`config.mk`:
```
export PLATFORM = sky130hd
export DESIGN_NAME = cc_assoc_ctrl_flat
export DESIGN_NICKNAME = d
export VERILOG_FILES = /design/src/rtl/cc_assoc_if.sv /design/src/rtl/cc_assoc_ctrl.sv /design/src/flat_wrapper.sv
export SDC_FILE = /design/constraint.sdc
export NUM_CORES = 2
export LEC_CHECK = 0
export CORE_AREA = 2 2 717 719
export DETAILED_ROUTE_END_ITERATION = 8
export DIE_AREA = 0 0 719 721
export PLACE_DENSITY = 0.34
export RECOVER_POWER = 50
export SLEW_MARGIN = 25
export SYNTH_ARGS = -nofsm -noshare
export SYNTH_HDL_FRONTEND = slang
export SYNTH_SLANG_ARGS = --single-unit
```
`constraint.sdc`:
```
create_clock -name clk -period 35.5 [get_ports clk]
set_clock_uncertainty 0.05 [all_clocks]
set_input_delay 7.1 -clock clk [delete_from_list [all_inputs] [get_ports clk]]
set_output_delay 7.1 -clock clk [all_outputs]
set_load 0.005 [all_outputs]
```
`src/rtl/cc_assoc_if.sv`:
```
// cc_assoc_if: interconnect-side and memory-side AXI read channels of the cache controller.
// slave is the controller's view; master is the surrounding system's view.
interface cc_assoc_if #(
    parameter int DATA_W = 64
);
    logic [31:0]       inct_araddr_i;
    logic              inct_arvalid_i;
    logic              inct_arready_o;
    logic [DATA_W-1:0] inct_rdata_o;
    logic [1:0]        inct_rresp_o;
    logic              inct_rlast_o;
    logic              inct_rvalid_o;
    logic              inct_rready_i;
    logic [31:0]       mem_araddr_o;
    logic              mem_arvalid_o;
    logic              mem_arready_i;
    logic [DATA_W-1:0] mem_rdata_i;
    logic [1:0]        mem_rresp_i;
    logic              mem_rvalid_i;
    logic              mem_rready_o;

    modport slave (
        input  inct_araddr_i, inct_arvalid_i, inct_rready_i,
        output inct_arready_o, inct_rdata_o, inct_rresp_o, inct_rlast_o, inct_rvalid_o,
        input  mem_arready_i, mem_rdata_i, mem_rresp_i, mem_rvalid_i,
        output mem_araddr_o, mem_arvalid_o, mem_rready_o
    );

    modport master (
        output inct_araddr_i, inct_arvalid_i, inct_rready_i,
        input  inct_arready_o, inct_rdata_o, inct_rresp_o, inct_rlast_o, inct_rvalid_o,
        output mem_arready_i, mem_rdata_i, mem_rresp_i, mem_rvalid_i,
        input  mem_araddr_o, mem_arvalid_o, mem_rready_o
    );
endinterface

```
`src/rtl/cc_assoc_ctrl.sv`:
```
// cc_assoc_ctrl: N-way set-associative read-only cache controller with pLRU replacement,
// critical-word-first wrap bursts and an invalidate-all sweep that also runs after reset.
module cc_assoc_ctrl #(
    parameter  int WAYS       = 2,
    parameter  int SETS       = 256,
    parameter  int LINE_BEATS = 8,
    parameter  int DATA_W     = 64,
    localparam int OFF_W      = $clog2(LINE_BEATS * DATA_W / 8),
    localparam int IDX_W      = $clog2(SETS),
    localparam int TAG_W      = 32 - IDX_W - OFF_W,
    localparam int LINE_W     = LINE_BEATS * DATA_W
) (
    input  logic                      clk,
    input  logic                      rst,
    cc_assoc_if.slave                 bus,
    output logic                      rden_o,
    output logic [IDX_W-1:0]          raddr_o,
    input  logic [WAYS*(TAG_W+1)-1:0] rdata_tag_i,
    input  logic [WAYS*LINE_W-1:0]    rdata_data_i,
    output logic                      wren_o,
    output logic [IDX_W-1:0]          waddr_o,
    output logic [WAYS-1:0]           wway_o,
    output logic [TAG_W:0]            wdata_tag_o,
    output logic [LINE_W-1:0]         wdata_data_o,
    input  logic                      inv_req_i,
    output logic                      inv_busy_o
);
    localparam int BYTE_W = $clog2(DATA_W / 8);
    localparam int WB_W   = $clog2(LINE_BEATS);
    localparam int WW     = WAYS > 1 ? $clog2(WAYS) : 1;

    typedef enum logic [2:0] {INV, IDLE, LOOKUP, HIT_SEND, MISS_AR, MISS_FILL, WRITE} state_t;

    state_t            state_q, state_d;
    logic [31:0]       addr_q, addr_d;
    logic [WB_W-1:0]   k_q, k_d;
    logic [LINE_W-1:0] line_q, line_d;
    logic              err_q, err_d, inv_pend_q, inv_pend_d;
    logic [IDX_W-1:0]  set_q, set_d;
    logic [WW-1:0]     way_q, way_d;
    logic [2:0]        lru_q [SETS];
    logic [2:0]        lru_d [SETS];

    logic [TAG_W-1:0]  tag;
    logic [IDX_W-1:0]  idx;
    logic [WB_W-1:0]   widx;
    logic [2:0]        lru_set;
    logic [1:0]        plru;
    logic [WAYS-1:0]   hit, vld;
    logic [WW-1:0]     hit_way, inv_way, victim;

    // Tree bits {b2,b1,b0} are rewritten to point away from the way just used.
    function automatic logic [2:0] touch(input logic [2:0] t, input logic [1:0] w);
        return WAYS == 4 ? (w[1] ? {~w[0], t[1], 1'b0} : {t[2], ~w[0], 1'b1}) : {2'b00, ~w[0]};
    endfunction

    assign tag     = addr_q[31 -: TAG_W];
    assign idx     = addr_q[OFF_W +: IDX_W];
    assign widx    = addr_q[BYTE_W +: WB_W] + k_q;
    assign lru_set = lru_q[idx];
    assign plru    = WAYS == 4 ? (lru_set[0] ? {1'b1, lru_set[2]} : {1'b0, lru_set[1]})
                               : {1'b0, WAYS == 2 && lru_set[0]};
    assign inv_busy_o = inv_pend_q | (state_q == INV);

    // Scanning downward leaves the lowest matching / lowest invalid way selected.
    always_comb begin
        hit     = '0;
        vld     = '0;
        hit_way = '0;
        inv_way = '0;
        for (int w = WAYS - 1; w >= 0; w--) begin
            vld[w] = rdata_tag_i[w*(TAG_W+1) + TAG_W];
            hit[w] = vld[w] && rdata_tag_i[w*(TAG_W+1) +: TAG_W] == tag;
            if (hit[w]) hit_way = WW'(w);
            if (!vld[w]) inv_way = WW'(w);
        end
        victim = &vld ? WW'(plru) : inv_way;
    end

    always_comb begin
        state_d    = state_q;
        addr_d     = addr_q;
        k_d        = k_q;
        line_d     = line_q;
        err_d      = err_q;
        set_d      = set_q;
        way_d      = way_q;
        lru_d      = lru_q;
        inv_pend_d = inv_pend_q | inv_req_i;
        bus.inct_arready_o = 1'b0;
        bus.inct_rdata_o   = '0;
        bus.inct_rresp_o   = 2'b00;
        bus.inct_rlast_o   = 1'b0;
        bus.inct_rvalid_o  = 1'b0;
        bus.mem_araddr_o   = '0;
        bus.mem_arvalid_o  = 1'b0;
        bus.mem_rready_o   = 1'b0;
        rden_o       = 1'b0;
        raddr_o      = '0;
        wren_o       = 1'b0;
        waddr_o      = '0;
        wway_o       = '0;
        wdata_tag_o  = '0;
        wdata_data_o = '0;
        case (state_q)
            INV: begin
                // Held off while rst is high so the sweep's first write lands on the edge after release.
                wren_o       = ~rst;
                waddr_o      = set_q;
                wway_o       = '1;
                lru_d[set_q] = '0;
                set_d        = set_q + 1'b1;
                if (set_q == IDX_W'(SETS - 1)) begin
                    state_d    = IDLE;
                    inv_pend_d = 1'b0;
                end
            end
            IDLE: begin
                bus.inct_arready_o = ~inv_pend_q & ~inv_req_i;
                rden_o  = bus.inct_arready_o & bus.inct_arvalid_i;
                raddr_o = rden_o ? bus.inct_araddr_i[OFF_W +: IDX_W] : '0;
                if (rden_o) begin
                    addr_d  = bus.inct_araddr_i;
                    state_d = LOOKUP;
                end else if (inv_pend_d) state_d = INV;
            end
            LOOKUP: begin
                k_d   = '0;
                err_d = 1'b0;
                if (|hit) begin
                    line_d     = rdata_data_i[hit_way*LINE_W +: LINE_W];
                    lru_d[idx] = touch(lru_set, 2'(hit_way));
                    state_d    = HIT_SEND;
                end else begin
                    way_d   = victim;
                    state_d = MISS_AR;
                end
            end
            HIT_SEND: begin
                bus.inct_rvalid_o = 1'b1;
                bus.inct_rdata_o  = line_q[widx*DATA_W +: DATA_W];
                bus.inct_rlast_o  = &k_q;
                if (bus.inct_rready_i) begin
                    k_d = k_q + 1'b1;
                    if (&k_q) state_d = IDLE;
                end
            end
            MISS_AR: begin
                bus.mem_arvalid_o = 1'b1;
                bus.mem_araddr_o  = addr_q & ~32'(DATA_W / 8 - 1);
                if (bus.mem_arready_i) state_d = MISS_FILL;
            end
            MISS_FILL: begin
                bus.inct_rvalid_o = bus.mem_rvalid_i;
                bus.inct_rdata_o  = bus.mem_rdata_i;
                bus.inct_rresp_o  = bus.mem_rresp_i;
                bus.inct_rlast_o  = bus.mem_rvalid_i & (&k_q);
                bus.mem_rready_o  = bus.inct_rready_i;
                if (bus.mem_rvalid_i & bus.inct_rready_i) begin
                    line_d[widx*DATA_W +: DATA_W] = bus.mem_rdata_i;
                    err_d = err_q | (|bus.mem_rresp_i);
                    k_d   = k_q + 1'b1;
                    if (&k_q) state_d = err_d ? IDLE : WRITE;
                end
            end
            WRITE: begin
                wren_o       = 1'b1;
                waddr_o      = idx;
                wway_o       = WAYS'(1) << way_q;
                wdata_tag_o  = {1'b1, tag};
                wdata_data_o = line_q;
                lru_d[idx]   = touch(lru_set, 2'(way_q));
                state_d      = IDLE;
            end
            default: state_d = INV;
        endcase
    end

    always_ff @(posedge clk or posedge rst) begin
        if (rst) begin
            state_q    <= INV;
            addr_q     <= '0;
            k_q        <= '0;
            line_q     <= '0;
            err_q      <= 1'b0;
            set_q      <= '0;
            way_q      <= '0;
            lru_q      <= '{default: '0};
            inv_pend_q <= 1'b1;
        end else begin
            state_q    <= state_d;
            addr_q     <= addr_d;
            k_q        <= k_d;
            line_q     <= line_d;
            err_q      <= err_d;
            set_q      <= set_d;
            way_q      <= way_d;
            lru_q      <= lru_d;
            inv_pend_q <= inv_pend_d;
        end
    end
endmodule

```
`src/flat_wrapper.sv`:
```
// flat-port wrapper written by rule: the top's interface ports become plain ports
module cc_assoc_ctrl_flat 
#(
    parameter  int WAYS       = 2,
    parameter  int SETS       = 256,
    parameter  int LINE_BEATS = 8,
    parameter  int DATA_W     = 64,
    localparam int OFF_W      = $clog2(LINE_BEATS * DATA_W / 8),
    localparam int IDX_W      = $clog2(SETS),
    localparam int TAG_W      = 32 - IDX_W - OFF_W,
    localparam int LINE_W     = LINE_BEATS * DATA_W
)
  (clk, rst, rden_o, raddr_o, rdata_tag_i, rdata_data_i, wren_o, waddr_o, wway_o, wdata_tag_o, wdata_data_o, inv_req_i, inv_busy_o, bus_inct_araddr_i, bus_inct_arvalid_i, bus_inct_rready_i, bus_inct_arready_o, bus_inct_rdata_o, bus_inct_rresp_o, bus_inct_rlast_o, bus_inct_rvalid_o, bus_mem_arready_i, bus_mem_rdata_i, bus_mem_rresp_i, bus_mem_rvalid_i, bus_mem_araddr_o, bus_mem_arvalid_o, bus_mem_rready_o);
  cc_assoc_if #(.DATA_W(DATA_W)) bus_i ();
  input  logic clk;
  input  logic rst;
  output logic rden_o;
  output logic [IDX_W-1:0] raddr_o;
  input  logic [WAYS*(TAG_W+1)-1:0] rdata_tag_i;
  input  logic [WAYS*LINE_W-1:0] rdata_data_i;
  output logic wren_o;
  output logic [IDX_W-1:0] waddr_o;
  output logic [WAYS-1:0] wway_o;
  output logic [TAG_W:0] wdata_tag_o;
  output logic [LINE_W-1:0] wdata_data_o;
  input  logic inv_req_i;
  output logic inv_busy_o;
  input wire logic [$bits(bus_i.inct_araddr_i)-1:0] bus_inct_araddr_i;
  input wire logic [$bits(bus_i.inct_arvalid_i)-1:0] bus_inct_arvalid_i;
  input wire logic [$bits(bus_i.inct_rready_i)-1:0] bus_inct_rready_i;
  output wire logic [$bits(bus_i.inct_arready_o)-1:0] bus_inct_arready_o;
  output wire logic [$bits(bus_i.inct_rdata_o)-1:0] bus_inct_rdata_o;
  output wire logic [$bits(bus_i.inct_rresp_o)-1:0] bus_inct_rresp_o;
  output wire logic [$bits(bus_i.inct_rlast_o)-1:0] bus_inct_rlast_o;
  output wire logic [$bits(bus_i.inct_rvalid_o)-1:0] bus_inct_rvalid_o;
  input wire logic [$bits(bus_i.mem_arready_i)-1:0] bus_mem_arready_i;
  input wire logic [$bits(bus_i.mem_rdata_i)-1:0] bus_mem_rdata_i;
  input wire logic [$bits(bus_i.mem_rresp_i)-1:0] bus_mem_rresp_i;
  input wire logic [$bits(bus_i.mem_rvalid_i)-1:0] bus_mem_rvalid_i;
  output wire logic [$bits(bus_i.mem_araddr_o)-1:0] bus_mem_araddr_o;
  output wire logic [$bits(bus_i.mem_arvalid_o)-1:0] bus_mem_arvalid_o;
  output wire logic [$bits(bus_i.mem_rready_o)-1:0] bus_mem_rready_o;
  assign bus_i.inct_araddr_i = bus_inct_araddr_i;
  assign bus_i.inct_arvalid_i = bus_inct_arvalid_i;
  assign bus_i.inct_rready_i = bus_inct_rready_i;
  assign bus_inct_arready_o = bus_i.inct_arready_o;
  assign bus_inct_rdata_o = bus_i.inct_rdata_o;
  assign bus_inct_rresp_o = bus_i.inct_rresp_o;
  assign bus_inct_rlast_o = bus_i.inct_rlast_o;
  assign bus_inct_rvalid_o = bus_i.inct_rvalid_o;
  assign bus_i.mem_arready_i = bus_mem_arready_i;
  assign bus_i.mem_rdata_i = bus_mem_rdata_i;
  assign bus_i.mem_rresp_i = bus_mem_rresp_i;
  assign bus_i.mem_rvalid_i = bus_mem_rvalid_i;
  assign bus_mem_araddr_o = bus_i.mem_araddr_o;
  assign bus_mem_arvalid_o = bus_i.mem_arvalid_o;
  assign bus_mem_rready_o = bus_i.mem_rready_o;
  cc_assoc_ctrl #(.WAYS(WAYS), .SETS(SETS), .LINE_BEATS(LINE_BEATS), .DATA_W(DATA_W)) u_core (.clk(clk), .rst(rst), .bus(bus_i), .rden_o(rden_o), .raddr_o(raddr_o), .rdata_tag_i(rdata_tag_i), .rdata_data_i(rdata_data_i), .wren_o(wren_o), .waddr_o(waddr_o), .wway_o(wway_o), .wdata_tag_o(wdata_tag_o), .wdata_data_o(wdata_data_o), .inv_req_i(inv_req_i), .inv_busy_o(inv_busy_o));
endmodule
```
; ---- Yosys cells after proc, flatten, opt, wreduce, memory -nomap -nowiden
; Cells that the tools add are included.
[totals]
out_inout_bits = 655
regBits = 1329
input_bits = 1167
elab_cells = 384
[op_classes]
addsub = 4
mux = 54
bitwise_logic = 17
order_cmp = 4
shift = 5
n_reduce_logical = 19
n_eq_ne = 17
[ops]
columns = cell, count
row1 = case mux 768 bit (3 select lines), 1
row2 = bitwise mux 768 bit, 2
row3 = two-way mux 512 bit, 3
row4 = case mux 512 bit (2 select lines), 1
row5 = indexed part select 1024 x 11 -> 512 bit, 1
row6 = AND 768 bit, 1
row7 = two-way mux 768 bit, 1
row8 = NOT 768 bit, 1
row9 = bitwise mux 512 bit, 1
row10 = "variable shift 64 x 34 -> 512 bit, first input constant", 1
row11 = indexed part select 512 x 10 -> 64 bit, 1
row12 = indexed part select 64 x 34 -> 512 bit, 1
row13 = case mux 64 bit (2 select lines), 1
row14 = demux 3 bit (select 8 bit), 2
row15 = two-way mux 3 bit, 14
row16 = equality test 18 bit, 2
row17 = negator 9 -> 34 bit, 1
row18 = two-way mux 32 bit, 1
row19 = binary-select mux 3 bit (select 8 bit), 1
row20 = case mux 3 bit (7 select lines), 1
row21 = two-way mux 19 bit, 1
row22 = "greater-or-equal comparator 9 bit, second input constant", 2
row23 = "< comparator 9 x 1 -> 1 bit, second input constant", 2
row24 = NOT 8 -> 9 bit, 2
row25 = other kinds (29), 75

; ---- Logic depth before layout (Yosys ltp)
[depth]
ltp_word = 8
depth_mapped = 13
ltp_nobuf = 11

; ---- Least setup slack after synthesis
; No wires, ideal clock.
[synth_timing]
path_type = input to output
startpoint = input inv_req_i
endpoint = output rden_o
stages = 5
n_path_buf = 2
t_required_ps = 28350
arrival_time_ps = 8132
path_slack_ps = 20218
cell_sequence = nor4_1 clkbuf_1 nand2_1 inv_1 buf_1
[synth_between]
elab_chain_len = 4
[synth_rtl]
columns = item, line_no
row1 = start: declaration, flat_wrapper.sv:26  ; input logic inv_req_i;
row2 = NOT 1 bit, cc_assoc_ctrl.sv:119  ; bus.inct_arready_o = ~inv_pend_q & ~inv_req_i;
row3 = AND 1 bit, cc_assoc_ctrl.sv:119
row4 = AND 1 bit, cc_assoc_ctrl.sv:120  ; rden_o = bus.inct_arready_o & bus.inct_arvalid_i;
row5 = two-way mux 1 bit, cc_assoc_ctrl.sv:105  ; case (state_q)
row6 = end: declaration, flat_wrapper.sv:17  ; output logic rden_o;
; Every way passes these cells.

==> reports/qor.yml <==
numCtsBuffers: 125
muxShareOfSynthArea_pct: 16.1
intPower_uw: 2440
grt_pass1_wl_mm: 688
rows: 263
cts_resized: 0
hold_buffers: 0
area_growth_pct: 54.6
initial_core_util_pct: 10.9
grt_use_total_pct: 20.0
netlist_instances: 6373
ys_seq_elements: 814
hp-class: "reg2reg"
slew_headroom_pct: -437
setup_viol: 0
die_x_um: 719
rsz0062_at_grt: "false"
peakVddDrop_mv: 0.0646
htree_levels: 3
p_leak_uw: 0.0327
yosysTopAreaCellShare_pct: 36.7
max_freq_ghz: 0.0456
vias_per_cell: 4.28
synth_top_flop_cell: "dfrtp_1"
drive_gt1_share_pct: 11.5
ys_seq_area_share_pct: 36.7
finalHoldViolations: 0
cts_tree: "done"
core_area_mm2: 0.511
synthSimpleGateAreaFrac_pct: 21.7
grt-ovfl-total: 0
dp_hpwl_mm: 428
die_h_um: 721
critPathLaunch: "rst"
dr.pass1.iters: 6
p_clk_share_pct: 30.9
worstSkewPairLatency_ns: 0.94
combPwrFrac_pct: 34.2
r2r_start: "u_core.addr_q[31]"
layout.nets: 9047
wl_per_cell_um: 36.7
synth-async-reset-ratio_pct: 100
postRouteWirelength_mm: 544
ant_nets: 0
dr_total_vias: 63600
hold_depth: 1
required_ns: 34.67
synth_compound_area_share_pct: 19.6
fin_area_mm2: 0.0858
clkSlewWorstSetupHoldPaths_ns: 0.06
swShare_pct: 41.5
grt_max_degree: 190
cts_root_buffer: "clkbuf_16"
path_class: "in2async"
drtIter0Drc: 6813
synth-xor-area-share_pct: 0.719
synthTopCellsByArea: "dfrtp_1 37%, nand2_1 9.1%, mux4_2 7.7%, and2_1 6.5%, a31oi_1 6.3%"
synth_top_family_by_area: "simple AND/OR/NAND/NOR gates"
yosysWarnings: 0
path_max_fanout: 105
end_kind: "async pin"
cts.path.max_buffers: 4
yosys.cell_types.count: 64
postCtsSetupRepairBufs: 0
finalWeightedCongestion: 0.943
start_kind: "primary input"
synth-edff-count: 0
synthAdderAreaFrac_pct: 0.239
clock-sinks: 814
p_sw_uw: 1730
drcViolationCount: 0
rr_worst_depth: 12
fp.dieArea_mm2: 0.518
worstPathArrival_ns: 21.11
period_share_pct: 61.8
hp-start: "u_core.lru_q[750]"
timing.final.ws_setup_ns: 13.56
outcome: "finished with violations"
layout_common_cells: "1806 x clkdlybuf4s50_1, 1338 x nand2_1, 810 x dfrtp_1, 575 x and2_1, 553 x a31oi_1"
mostFrequentLayoutCell: "clkdlybuf4s50_1"
preCtsSetupSlack_ns: 17.76
period_minus_slack_ns: 21.94
slew_violations: 1390
tightest_slew_ns: 8.05
syn_area_mm2: 0.0555
portBuffers: 1815
maxCapViolCount: 24
violations: "capacitance limit, slew limit"
synth_area_leader_cell: "dfrtp_1"
antenna_found_initial: 258
tns_ns: 0
hold_ws_ns: 0.440
seq_power_share_pct: 34.9
post_dp_cell_area_mm2: 0.0816
power.density_mw_per_mm2: 48.6
avgSynthCellArea_um2: 8.71
io_pins: 1822
first_global_vias: 61480
cell usage after synthesis (4+ instances only):
cell type / count
nand3_1: 163
a32oi_1: 161
xor2_1: 5
nor2_1: 293
nand3b_1: 5
a22o_1: 6
a2111oi_0: 4
o31ai_1: 66
a211oi_1: 6
a21o_1: 11
o22a_1: 190
ha_1: 9
nor4_1: 4
nand2_1: 1340
a22oi_1: 134
mux4_2: 190
nor3_1: 167
o21ai_0: 253
buf_1: 58
dfrtp_1: 813
nor2b_1: 19
o2bb2ai_1: 8
a31oi_1: 555
nor3b_1: 4
mux2i_1: 86
o21ai_1: 8
buf_2: 100
inv_1: 14
nand4_1: 15
a21oi_1: 27
nand2b_1: 18
and2_1: 575
xnor2_1: 38
or3_1: 10
buf_4: 7
mux2_1: 63
mux2_2: 276
o211ai_1: 131
clkbuf_1: 493
and3_1: 14
logic make-up (layout without fill, tap and decap cells):
group	after synthesis	after routing
buf+inv	674	2258
flops	814	814
xor+xnor	44	44
compound gates	1576	1576
fa+ha+maj	10	10
mux	615	615
other cells	1	137
simple gates	2639	2639
power groups by stage:
stage | sequential, µW | combinational [µW] | clock (µW)
4_1_cts | 1440 | 1440 | 1330
5_1_grt | 1460 | 1500 | 1350
6_report | 1450 | 1430 | 1290
3_3_place_gp | 1450 | 1430 | 0
3_5_place_dp | 1450 | 1440 | 0
2_1_floorplan | 1230 | 769 | 0
worst paths after layout:
kind	end	slack [ns]
setup / recovery	u_core.line_q[191]	13.56
hold / removal	u_core.lru_q[750]	0.44
setup reg to reg	u_core.line_q[104]	24.52
hold reg to reg	u_core.lru_q[750]	0.44
max in group clk	rden_o	15.11
min in group asynchronous	u_core.addr_q[17]	8.06
flip-flops by register name, indices dropped and copies added, names as in the netlist, 3 cells and up:
name and cells:
u_core.line_q 512, u_core.lru_q 256, u_core.addr_q 29, u_core.set_q 8
u_core.k_q 3, u_core.state_q 3
critical path, stage by stage:
cell	delay, ns
dlygate4sd3_1	0.58
clkinvlp_2	2.65
clkbuf_1	2.67
clkbuf_1	2.82
clkbuf_1	5.06
layer usage:
layer / track usage [%] / part of all wire, % / up-vias
li1: - / - / 26374
met1: 25.2 / 41 / 33102
met2: 31.8 / 45 / 3182
met3: 6.13 / 9.0 / 812
met4: 8.05 / 4.7 / 130
met5: 0 / 0.16 / -
metrics by stage:
stage | total power (µW) | instances | utilization [%]
final | 4170 | 14850 | 16.8
after global routing | 4320 | 14777 | 16.8
after CTS | 4210 | 14716 | 16.8
after detailed placement | 2890 | 14500 | 16.0
after global placement | 2880 | 14499 | 16.0
after floorplan | 2000 | 6375 | -
final cells by class:
cell class                      instances  area, µm²
Multi-Input combinational cell       4887      32800
Fill cell                           57678     425000
Tap cell                             6757       8450
Antenna cell                          134        335
Inverter                               16       71.3
Timing Repair Buffer                 2026      19700
Clock inverter                         31        378
Clock buffer                          185       3600
Sequential cell                       814      20400
Note: power is estimated with default switching activity, not from simulation.
